$ cat src/rtl/pc_fetch_ctrl.sv
// Program-counter and instruction-fetch controller feeding the 2:1 next-PC mux.
// Owns the PC, the pending-branch latch and the req/ack fetch handshake, and
// hands one fetched instruction at a time to decode.
module pc_fetch_ctrl #(
  parameter logic [15:0] RESET_PC = 16'h0000,
  parameter logic [15:0] PC_STEP  = 16'd2
) (
  input  logic        clk,
  input  logic        rst_n,
  output logic [15:0] imem_addr,
  output logic        imem_req,
  input  logic        imem_ack,
  input  logic [15:0] imem_data,
  input  logic        branch_taken,
  input  logic [15:0] branch_target,
  input  logic        stall,
  output logic [15:0] pc,
  output logic [15:0] pc_plus,
  output logic [15:0] target_q,
  output logic        pc_next_sel,
  input  logic [15:0] next_pc,
  output logic [15:0] instr_out,
  output logic        instr_valid
);

  localparam int unsigned AW = 16;
  localparam int unsigned DW = 16;

  typedef enum logic [1:0] {IDLE, REQ, WAIT, HOLD} state_t;

  state_t        state, state_nxt;
  logic          br_pend, br_pend_nxt;
  logic [AW-1:0] pc_nxt, target_nxt, redirect;
  logic [DW-1:0] instr_nxt;
  logic          valid_nxt, req_nxt, flush;

  // Mux-side views of the PC and the pending-branch select
  assign pc_plus     = AW'(pc + PC_STEP);
  assign imem_addr   = pc;
  assign pc_next_sel = br_pend;

  // A branch arriving this cycle overrides any older latched target
  assign flush    = br_pend | branch_taken;
  assign redirect = branch_taken ? branch_target : target_q;

  // State and datapath registers; reset also drops the request immediately
  always_ff @(posedge clk or negedge rst_n) begin
    if (!rst_n) begin
      state       <= IDLE;
      pc          <= RESET_PC;
      target_q    <= '0;
      br_pend     <= 1'b0;
      imem_req    <= 1'b0;
      instr_out   <= '0;
      instr_valid <= 1'b0;
    end else begin
      state       <= state_nxt;
      pc          <= pc_nxt;
      target_q    <= target_nxt;
      br_pend     <= br_pend_nxt;
      imem_req    <= req_nxt;
      instr_out   <= instr_nxt;
      instr_valid <= valid_nxt;
    end
  end

  // Next-state, PC update, branch latch and decode handoff
  always_comb begin
    state_nxt   = state;
    pc_nxt      = pc;
    instr_nxt   = instr_out;
    valid_nxt   = instr_valid;
    target_nxt  = branch_taken ? branch_target : target_q;
    br_pend_nxt = br_pend | branch_taken;

    case (state)
      IDLE: begin
        valid_nxt = 1'b0;
        state_nxt = REQ;
      end
      REQ, WAIT: begin
        if (imem_ack) begin
          if (flush) begin
            valid_nxt   = 1'b0;
            pc_nxt      = redirect;
            br_pend_nxt = 1'b0;
            state_nxt   = REQ;
          end else begin
            instr_nxt = imem_data;
            valid_nxt = 1'b1;
            if (stall) begin
              state_nxt = HOLD;
            end else begin
              pc_nxt    = next_pc;
              state_nxt = REQ;
            end
          end
        end else begin
          valid_nxt = 1'b0;
          state_nxt = WAIT;
        end
      end
      HOLD: begin
        if (flush) begin
          valid_nxt   = 1'b0;
          pc_nxt      = redirect;
          br_pend_nxt = 1'b0;
          state_nxt   = REQ;
        end else if (!stall) begin
          valid_nxt = 1'b0;
          pc_nxt    = next_pc;
          state_nxt = REQ;
        end
      end
      default: state_nxt = IDLE;
    endcase

    req_nxt = (state_nxt == REQ) || (state_nxt == WAIT);
  end

endmodule

$ cat config.mk
export PLATFORM = sky130hd
export DESIGN_NAME = pc_fetch_ctrl
export DESIGN_NICKNAME = d
export VERILOG_FILES = /design/src/rtl/pc_fetch_ctrl.sv
export SDC_FILE = /design/constraint.sdc
export NUM_CORES = 1
export LEC_CHECK = 0
export ABC_AREA = 1
export BUFFER_PORTS_ARGS = -buffer_cell sky130_fd_sc_hd__buf_2
export CORE_MARGIN = 3
export CORE_UTILIZATION = 46
export CTS_CLUSTER_DIAMETER = 80
export DETAILED_ROUTE_END_ITERATION = 10
export PLACE_DENSITY = 0.82
export SLEW_MARGIN = 25
export SYNTH_ARGS = -nofsm -noshare
export SYNTH_HDL_FRONTEND = slang
export SYNTH_SLANG_ARGS = --single-unit
$ cat constraint.sdc
create_clock -name clk -period 1.9 [get_ports clk]
set_input_delay 0.095 -clock clk [delete_from_list [all_inputs] [get_ports clk]]
set_output_delay 0.095 -clock clk [all_outputs]
set_load 0.01 [all_outputs]
### Word level (Yosys, flattened, before mapping)

Index checks and enable logic that the tools add are counted.

* memory bits (writable): 0
* logic and storage cells: 41
* bits in registers: 53
* bits in read-only memories: 0
* output and inout port bits: 83
* input port bits: 53
* memories kept: 0
* bits in latches: 0

* bitwise logic cells: 2
* add/sub/neg operators: 1
* shift-type cells: 0
* eq/ne operators: 7
* magnitude comparators: 0
* muxes and demuxes: 18
* multipliers: 0
* reductions and logical operators: 6
* div/mod/pow operators: 0

Operators with widths (number)
* 16-bit two-way mux: 4
* 16-bit case mux with 2 select lines: 1
* 16-bit by 2-bit adder with 16-bit output (second input constant): 1
* 2-bit two-way mux: 5
* 2-bit == test (second input constant): 3
* 2-bit case mux with 3 select lines: 1
* 1-bit two-way mux: 5
* 2-bit by 1-bit == test with 1-bit output (second input constant): 2
* 3-bit inequality test (second input constant): 1
* 1-bit case mux with 3 select lines: 1
* 3-bit AND reduction: 1
* 2-bit zero test: 1
* 2-bit inequality test (second input constant): 1
* 1-bit case mux with 2 select lines: 1
* 2-bit AND reduction: 1
* 2-bit nonzero test: 1
* 2-bit OR reduction: 1
* 1-bit logical OR: 1
* 1-bit inverter: 1
* 1-bit OR: 1

### Depth between registers and ports, before layout

Gate-level depths: netlist of the first run.

* word-level depth: 6
* mapped depth: 8

### Worst setup path before layout of the first run

OpenSTA, ideal clock, no wires.

* path kind: register -> register
* from: reg state[0]
* to: reg pc[10], in the netlist imem_addr[10]
* path slack: 0.439 ns
* period minus slack after synthesis: 1.461 ns
* stages on the path, launching flop included: 8
* setup time: 0.125 ns
* required time: 1.775 ns
* path buffers: 1
* arrival: 1.336 ns
* cells stage by stage: dfrtp_1 > inv_1 > ha_1 > nand2_1 > nand2_4 > clkbuf_1 > o21ai_0 > o21ai_1

* longest elaborated chain between the ends: 4
* elaborated cells between the ends (all ways): 8

Ends and longest elaborated chain
* start: declaration: line 31 `state_t state, state_nxt;`
* start signal: assignment: line 57 `state <= state_nxt;`
* 2-bit by 1-bit == test with 1-bit output or 2-bit == test (tied branches): line 76 `case (state)`
* 2-bit OR reduction: line 76
* 2-bit inequality test (no source line) or 2-bit nonzero test (tied branches)
* 2-bit AND reduction (no source line)
* end signal: assignment: line 58 `pc <= pc_nxt;`
* end: declaration: line 17 `output logic [15:0] pc,`

Parallel ways exist; a longest one is shown, timed or not.
A chain may end at the register's enable or synchronous reset.

### Worst setup path after layout of the first run

* from: reg pc[1], in the netlist imem_addr[1]
* to: out pc_plus[15]

* longest elaborated chain between the ends: 1

Ends and longest elaborated chain
* 16-bit by 2-bit adder with 16-bit output: line 38 `assign pc_plus = AW'(pc + PC_STEP);`
* end: declaration: line 18 `output logic [15:0] pc_plus,`

No other way between the ends.

==> results.json, run 1 <==
{
  "status": "finished clean",
  "r2r-end": "imem_addr[1]",
  "ys_types": 23,
  "drt_wl_total_um": 7340,
  "fin_crit_sh_pct": 93.3,
  "crit_buf_inv": 1,
  "initial_core_util_pct": 48.2,
  "synth_top_cell_by_area": "dfrtp_1",
  "ys_warn_count": 0,
  "muxShareOfSynthArea_pct": 0,
  "vdd_drop_max_mv": 0.781,
  "ys_ff_latch": 53,
  "fin_crit_ns": 1.77,
  "avgSynthCellArea_um2": 8.16,
  "diodes": 0,
  "drt_iter0_drc": 167,
  "grt-ovfl-total": 0,
  "hold_path.class": "in2reg",
  "seq_area_um2": 1330,
  "antenna_left": 0,
  "pwr_density_cell_nw_per_um2": 1480,
  "htree_levels": 2,
  "firstDrtPassIters": 4,
  "cap_violations": 0,
  "clock_skew_ns": 0.00737,
  "synth-simple-area-share_pct": 19.6,
  "slew_viol_final": 0,
  "rsz0062_at_grt": "false",
  "avgRoutedWirePerCell_um": 13.6,
  "required_ns": 1.80,
  "area_growth_pct": 33.4,
  "synth_top_area_share_pct": 49.1,
  "min_from": "imem_data[6]",
  "fp.dieH_um": 82.7,
  "p_sw_mw": 2.25,
  "worst-r2r-setup-slack_ns": 0.21,
  "place_hpwl_um": 5360,
  "pin_count": 136,
  "max_slew_margin_pct": 59.0,
  "path_class": "reg2out",
  "clkTransAtPathRegs_ns": 0.09,
  "critPathMaxStageDelay_ns": 0.40,
  "dieArea_um2": 6830,
  "setup_viol": 0,
  "die_w_um": 82.7,
  "ys_top_cells_by_area": "dfrtp_1, nand2_1, o21ai_0",
  "synthAdderAreaFrac_pct": 1.85,
  "core_area_um2": 5610,
  "synth_top_family_by_area": "simple AND/OR/NAND/NOR gates",
  "yosysSeqAreaShare_pct": 49.1,
  "gp_congestion": 0.784,
  "syn_nets": 388,
  "critPathLaunchType": "register",
  "grt_max_degree": 33,
  "cellLeakagePower_nw": 2.01,
  "crit_fanout": 4,
  "intPower_mw": 3.10,
  "antenna_found_initial": 0,
  "drive_gt1_share_pct": 34.1,
  "syn_area_um2": 2700,
  "grt_pass1_wl_um": 11400,
  "stdcell_area_um2": 3600,
  "multi_input_area_um2": 1020,
  "via_per_inst": 4.84,
  "setup_tns_ns": 0,
  "cts_made_buffers": 5,
  "arrival_ns": 1.68,
  "cts_root_buf": "clkbuf_8",
  "r2r_cells": 7,
  "total_power_mw": 5.34,
  "setup_slack_ns": 0.127,
  "synth_xor_area_share_pct": 4.21,
  "layout.nets": 522,
  "hold_viol": 0,
  "route.detailed.drc": 0,
  "row_count": 27,
  "vias": 2604,
  "synth_compound_area_share_pct": 12.2,
  "dp_cells": 514,
  "port-buffer-count": 135,
  "seqPwrFrac_pct": 35.9,
  "switching_share_pct": 42.1,
  "postPlaceCellArea_um2": 3310,
  "tightest_slew_ns": 0.614,
  "critPathCaptureType": "primary output",
  "regToRegStartpoint": "state[0]",
  "clkPwrFrac_pct": 16.3,
  "cpMaxStageDelayCell": "dfrtp_2",
  "clk_latency_ns": 0.29,
  "cts_buffer_depth": 2,
  "crit_top_cell": "nand3_1",
  "crit_chain": "ha_1 -> nand3_1 -> nor2_1 -> nand3_1 -> xor2_1 -> buf_2",
  "maxClockFrequency_ghz": 0.564,
  "cts_tree": "built",
  "crit_family": "simple AND/OR/NAND/NOR gates",
  "fill_cells": 483,
  "cts.sinks": 53,
  "grt_pass1_vias": 2389,
  "min_delay_path_depth": 3,
  "pre_cts_slack_ns": 0.244,
  "synthCells": 331,
  "final_cells": 538,
  "p_comb_share_pct": 47.8,
  "gr-usage-all-layers_pct": 21.8,
  "worst_hold_path.endpoint": "instr_out[6]"
}
-- worst reg2reg max path, cell delays in order, from the launching register on --
cell and delay [ns]:
dfrtp_1 0.39, inv_1 0.06, ha_1 0.34, nand2_1 0.14, nand2_4 0.15, nor2_8 0.24
o21ai_0 0.11, o21ai_0 0.18
-- state kept, by name, indices dropped and copies added (netlist names) --
name         count
imem_addr       16
instr_valid      1
state            2
instr_out       16
pc_next_sel      1
imem_req         1
target_q        16
-- cell usage after synthesis --
| library cell | instances |
|---|---|
| nand2_1 | 83 |
| nor2_8 | 1 |
| buf_4 | 19 |
| inv_2 | 3 |
| nand4_1 | 1 |
| clkbuf_1 | 2 |
| ha_1 | 4 |
| nand3_1 | 8 |
| clkbuf_2 | 2 |
| nand2_2 | 1 |
| buf_6 | 2 |
| buf_2 | 3 |
| nor2_4 | 1 |
| nand2_4 | 1 |
| nand3_2 | 1 |
| nor3_1 | 4 |
| dfrtp_1 | 53 |
| a21oi_1 | 2 |
| xor2_1 | 13 |
| inv_1 | 38 |
| nor2_1 | 25 |
| o21ai_0 | 50 |
| o21ai_1 | 14 |
-- layout by cell type, fill, tap and decap left out, drive strengths merged --
cell type / netlist / layout
nand4: 1 / 1
inv: 41 / 41
nand3: 9 / 9
ha: 4 / 4
nand2: 85 / 85
nor2: 27 / 27
xor2: 13 / 13
bufinv: 0 / 2
clkbuf: 4 / 5
nor3: 4 / 4
dlygate4sd3: 0 / 14
buf: 24 / 141
a21oi: 2 / 2
dfrtp: 53 / 53
o21ai: 64 / 64
clkinv: 0 / 1
-- layout make-up --
cell class	instances	share of cell area [%]
multi-input combinational	209	28.4
clock inverter	3	1.80
inverter	41	4.27
timing repair buffer	155	24.2
tap	72	2.50
sequential	53	36.9
clock buffer	5	1.91
-- kinds of logic (layout without fill, tap and decap cells) --
kind of cell | count (synthesis) | in the layout
AOI/OAI and AO/OA | 66 | 66
xor gates and xnor gates | 13 | 13
adders and majority gates | 4 | 4
buffers and inverters | 69 | 204
DFF | 53 | 53
and+or+nand+nor | 126 | 126
-- metal layers --
metal  global-route usage, %  vias up  wire length (um)  part of all wire, %
met5                       0        -                 0                    0
met4                    4.08        0                48                 0.65
met3                    4.66        4               620                  8.4
met2                    37.3      115              3600                   49
met1                    28.8     1194              3070                   42
li1                        -     1291                 -                    -
-- per-stage QoR --
step | hold WS (ns) | utilization (%)
CTS | 0.000835 | 64.0
global placement | 0.139 | 59.1
detailed placement | 0.149 | 59.1
global route | 0.0128 | 64.3
finish | 0.00289 | 64.3
floorplan | -0.201 | -
-- power groups by stage --
| stage | registers, mW | clock network [mW] | logic [mW] |
|---|---|---|---|
| after detailed placement | 1.93 | 0 | 2.50 |
| after floorplan | 2.05 | 0 | 1.58 |
| after global placement | 1.93 | 0 | 2.43 |
| after CTS | 1.92 | 0.881 | 2.52 |
| final | 1.92 | 0.872 | 2.55 |
| after global routing | 1.98 | 0.917 | 2.92 |
-- repair_timing --
action,in CTS,in global routing
buffers inserted,0,2
endpoints found under the hold margin,39,0
resized for setup,0,2
hold buffers,14,0
endpoints found under the setup margin,0,3
-- worst max-delay path by stage --
stage	startpoint	to	slack [ns]	cells past startpoint
2_1_floorplan	state[0]	imem_addr[10]	0.44	7
3_3_place_gp	state[0]	imem_addr[1]	0.34	7
3_5_place_dp	state[0]	imem_addr[2]	0.24	7
4_1_cts	imem_addr[1]	pc_plus[11]	0.002	7
5_1_grt	state[1]	imem_addr[3]	0.02	7
6_report	imem_addr[1]	pc_plus[15]	0.13	6
Note: power is estimated with default switching activity, not from simulation.
==> run 2, diff against run 1 <==
==> constraint.sdc (replaced) <==
create_clock -name clk -period 1.9 [get_ports clk]
set_input_delay 0.285 -clock clk [delete_from_list [all_inputs] [get_ports clk]]
set_output_delay 0.285 -clock clk [all_outputs]
set_load 0.01 [all_outputs]
==> results.json, run 2 (synthesis gave the netlist of run 1 again) <==
{
  "status": "finished clean",
  "firstDrtPassIters": 4,
  "arrival_ns": 1.52,
  "area_growth_pct": 29.0,
  "tightest_slew_ns": 0.663,
  "row_count": 27,
  "switching_share_pct": 42.9,
  "vias": 2535,
  "cts.sinks": 53,
  "crit_family": "flip-flops",
  "place_hpwl_um": 5200,
  "vdd_drop_max_mv": 0.736,
  "hold_path.class": "in2async",
  "via_per_inst": 4.83,
  "cts_tree": "built",
  "drive_gt1_share_pct": 38.6,
  "setup_viol": 0,
  "clk_latency_ns": 0.30,
  "whs_ns": 0.0895,
  "pre_cts_slack_ns": 0.240,
  "total_power_mw": 5.29,
  "path_class": "reg2out",
  "cpMaxStageDelayCell": "dfrtp_1",
  "startpoint": "imem_addr[2]",
  "initial_core_util_pct": 48.2,
  "dieArea_um2": 6830,
  "hold_viol": 0,
  "route.detailed.drc": 0,
  "fin_crit_sh_pct": 95.0,
  "layout.nets": 509,
  "critPathMaxStageDelay_ns": 0.37,
  "cap_violations": 0,
  "slew_viol_final": 0,
  "cts_root_buf": "clkbuf_8",
  "regToRegStartpoint": "state[1]",
  "crit_fanout": 3,
  "fin_crit_ns": 1.81,
  "pwr_density_cell_nw_per_um2": 1520,
  "clock_skew_ns": 0.00786,
  "grt_pass1_vias": 2309,
  "required_ns": 1.62,
  "port-buffer-count": 135,
  "crit_buf_inv": 2,
  "clkTransAtPathRegs_ns": 0.09,
  "fp.dieH_um": 82.7,
  "grt_max_degree": 54,
  "gr-usage-all-layers_pct": 20.1,
  "crit_chain": "ha_2 -> nand3_4 -> inv_2 -> nand2_2 -> nor2_2 -> xor2_1 -> buf_2",
  "diodes": 0,
  "maxClockFrequency_ghz": 0.554,
  "drt_wl_total_um": 6930,
  "cts_buffer_depth": 2,
  "p_sw_mw": 2.27,
  "grt-ovfl-total": 0,
  "p_comb_share_pct": 48.8,
  "grt_pass1_wl_um": 10500,
  "drt_iter0_drc": 125,
  "clkPwrFrac_pct": 14.9,
  "core_area_um2": 5610,
  "critPathCaptureType": "primary output",
  "seqPwrFrac_pct": 36.3,
  "final_cell_mix": "buf_2, nand2_1, o21ai_0",
  "stdcell_area_um2": 3490,
  "die_w_um": 82.7,
  "postPlaceCellArea_um2": 3310,
  "cellLeakagePower_nw": 1.93,
  "intPower_mw": 3.02,
  "critPathLaunchType": "register",
  "gp_congestion": 0.788,
  "antenna_left": 0,
  "avgRoutedWirePerCell_um": 13.2,
  "pin_count": 136,
  "htree_levels": 2,
  "layout_commonest_cell": "buf_2",
  "antenna_found_initial": 0,
  "max_slew_margin_pct": 55.8,
  "setup_slack_ns": 0.0949,
  "cts_made_buffers": 5
}
## run 2: cell types whose count changed in the layout (fill, tap and decap cells not counted), sizes merged
cell / change
buf: +1
bufinv: -1
dlygate4sd3: -14
clkinv: -1
clkbuf: +1
clkinvlp: +1
## run 2: area by class of cell
cell class / count / area, um^2
timing repair buffer: 142 / 728
tap: 72 / 90.1
sequential: 53 / 1340
inverter: 41 / 154
clock inverter: 2 / 37.5
fill: 506 / 2120
clock buffer: 6 / 82.6
multi-input combinational: 209 / 1060
## run 2: per-stage QoR
stage | TNS, ns | std cells | util, %
2_1_floorplan | 0 | 331 | -
3_3_place_gp | 0 | 515 | 59.0
3_5_place_dp | 0 | 515 | 59.0
4_1_cts | 0 | 524 | 61.3
5_1_grt | -0.0192 | 525 | 62.2
6_report | 0 | 525 | 62.2
## run 2: layer usage
metal  global-route usage, %  part of all wire, %  vias to the layer above
met5                       0                    0                        -
met3                    5.75                   10                        2
met4                    4.74                 0.27                        0
li1                        -                    -                     1264
met1                    24.4                   40                     1155
met2                    35.3                   49                      114
## run 2: worst reg2reg max path: cells and delay by family, from the launching register on
family,cells,cell delay [ns]
AO/OA/AOI/OAI,2,0.33
adder cells (fa/ha/maj),1,0.32
AND/OR/NAND/NOR,3,0.53
buffers and inverters,1,0.06
flip-flops,1,0.40
## run 2: what timing repair did
| item | CTS | global route |
|---|---|---|
| setup endpoints to repair | 4 | 7 |
| hold buffers | 0 | 0 |
| gates resized for setup | 0 | 18 |
| buffers inserted | 1 | 1 |
| endpoints found under the hold margin | 0 | 0 |
| pin swaps | 0 | 3 |
## run 2: final timing paths
check                                endpoint  slack, ns  cells past startpoint
max in group asynchronous        imem_addr[3]       1.33                      2
min in group clk                 instr_out[9]       0.17                      3
worst max register to register   imem_addr[1]       0.19                      7
worst min-delay path             instr_out[4]       0.09                      2
worst min register to register  instr_out[14]       0.49                      2
worst max-delay path              pc_plus[11]       0.09                      7
## run 2: power by group through the flow
stage	Combinational (mW)	Clock [mW]	Sequential [mW]
6_report	2.58	0.789	1.92
5_1_grt	2.93	0.849	1.99
4_1_cts	2.56	0.812	1.89
3_5_place_dp	2.53	0	1.90
3_3_place_gp	2.48	0	1.90
2_1_floorplan	1.58	0	2.05
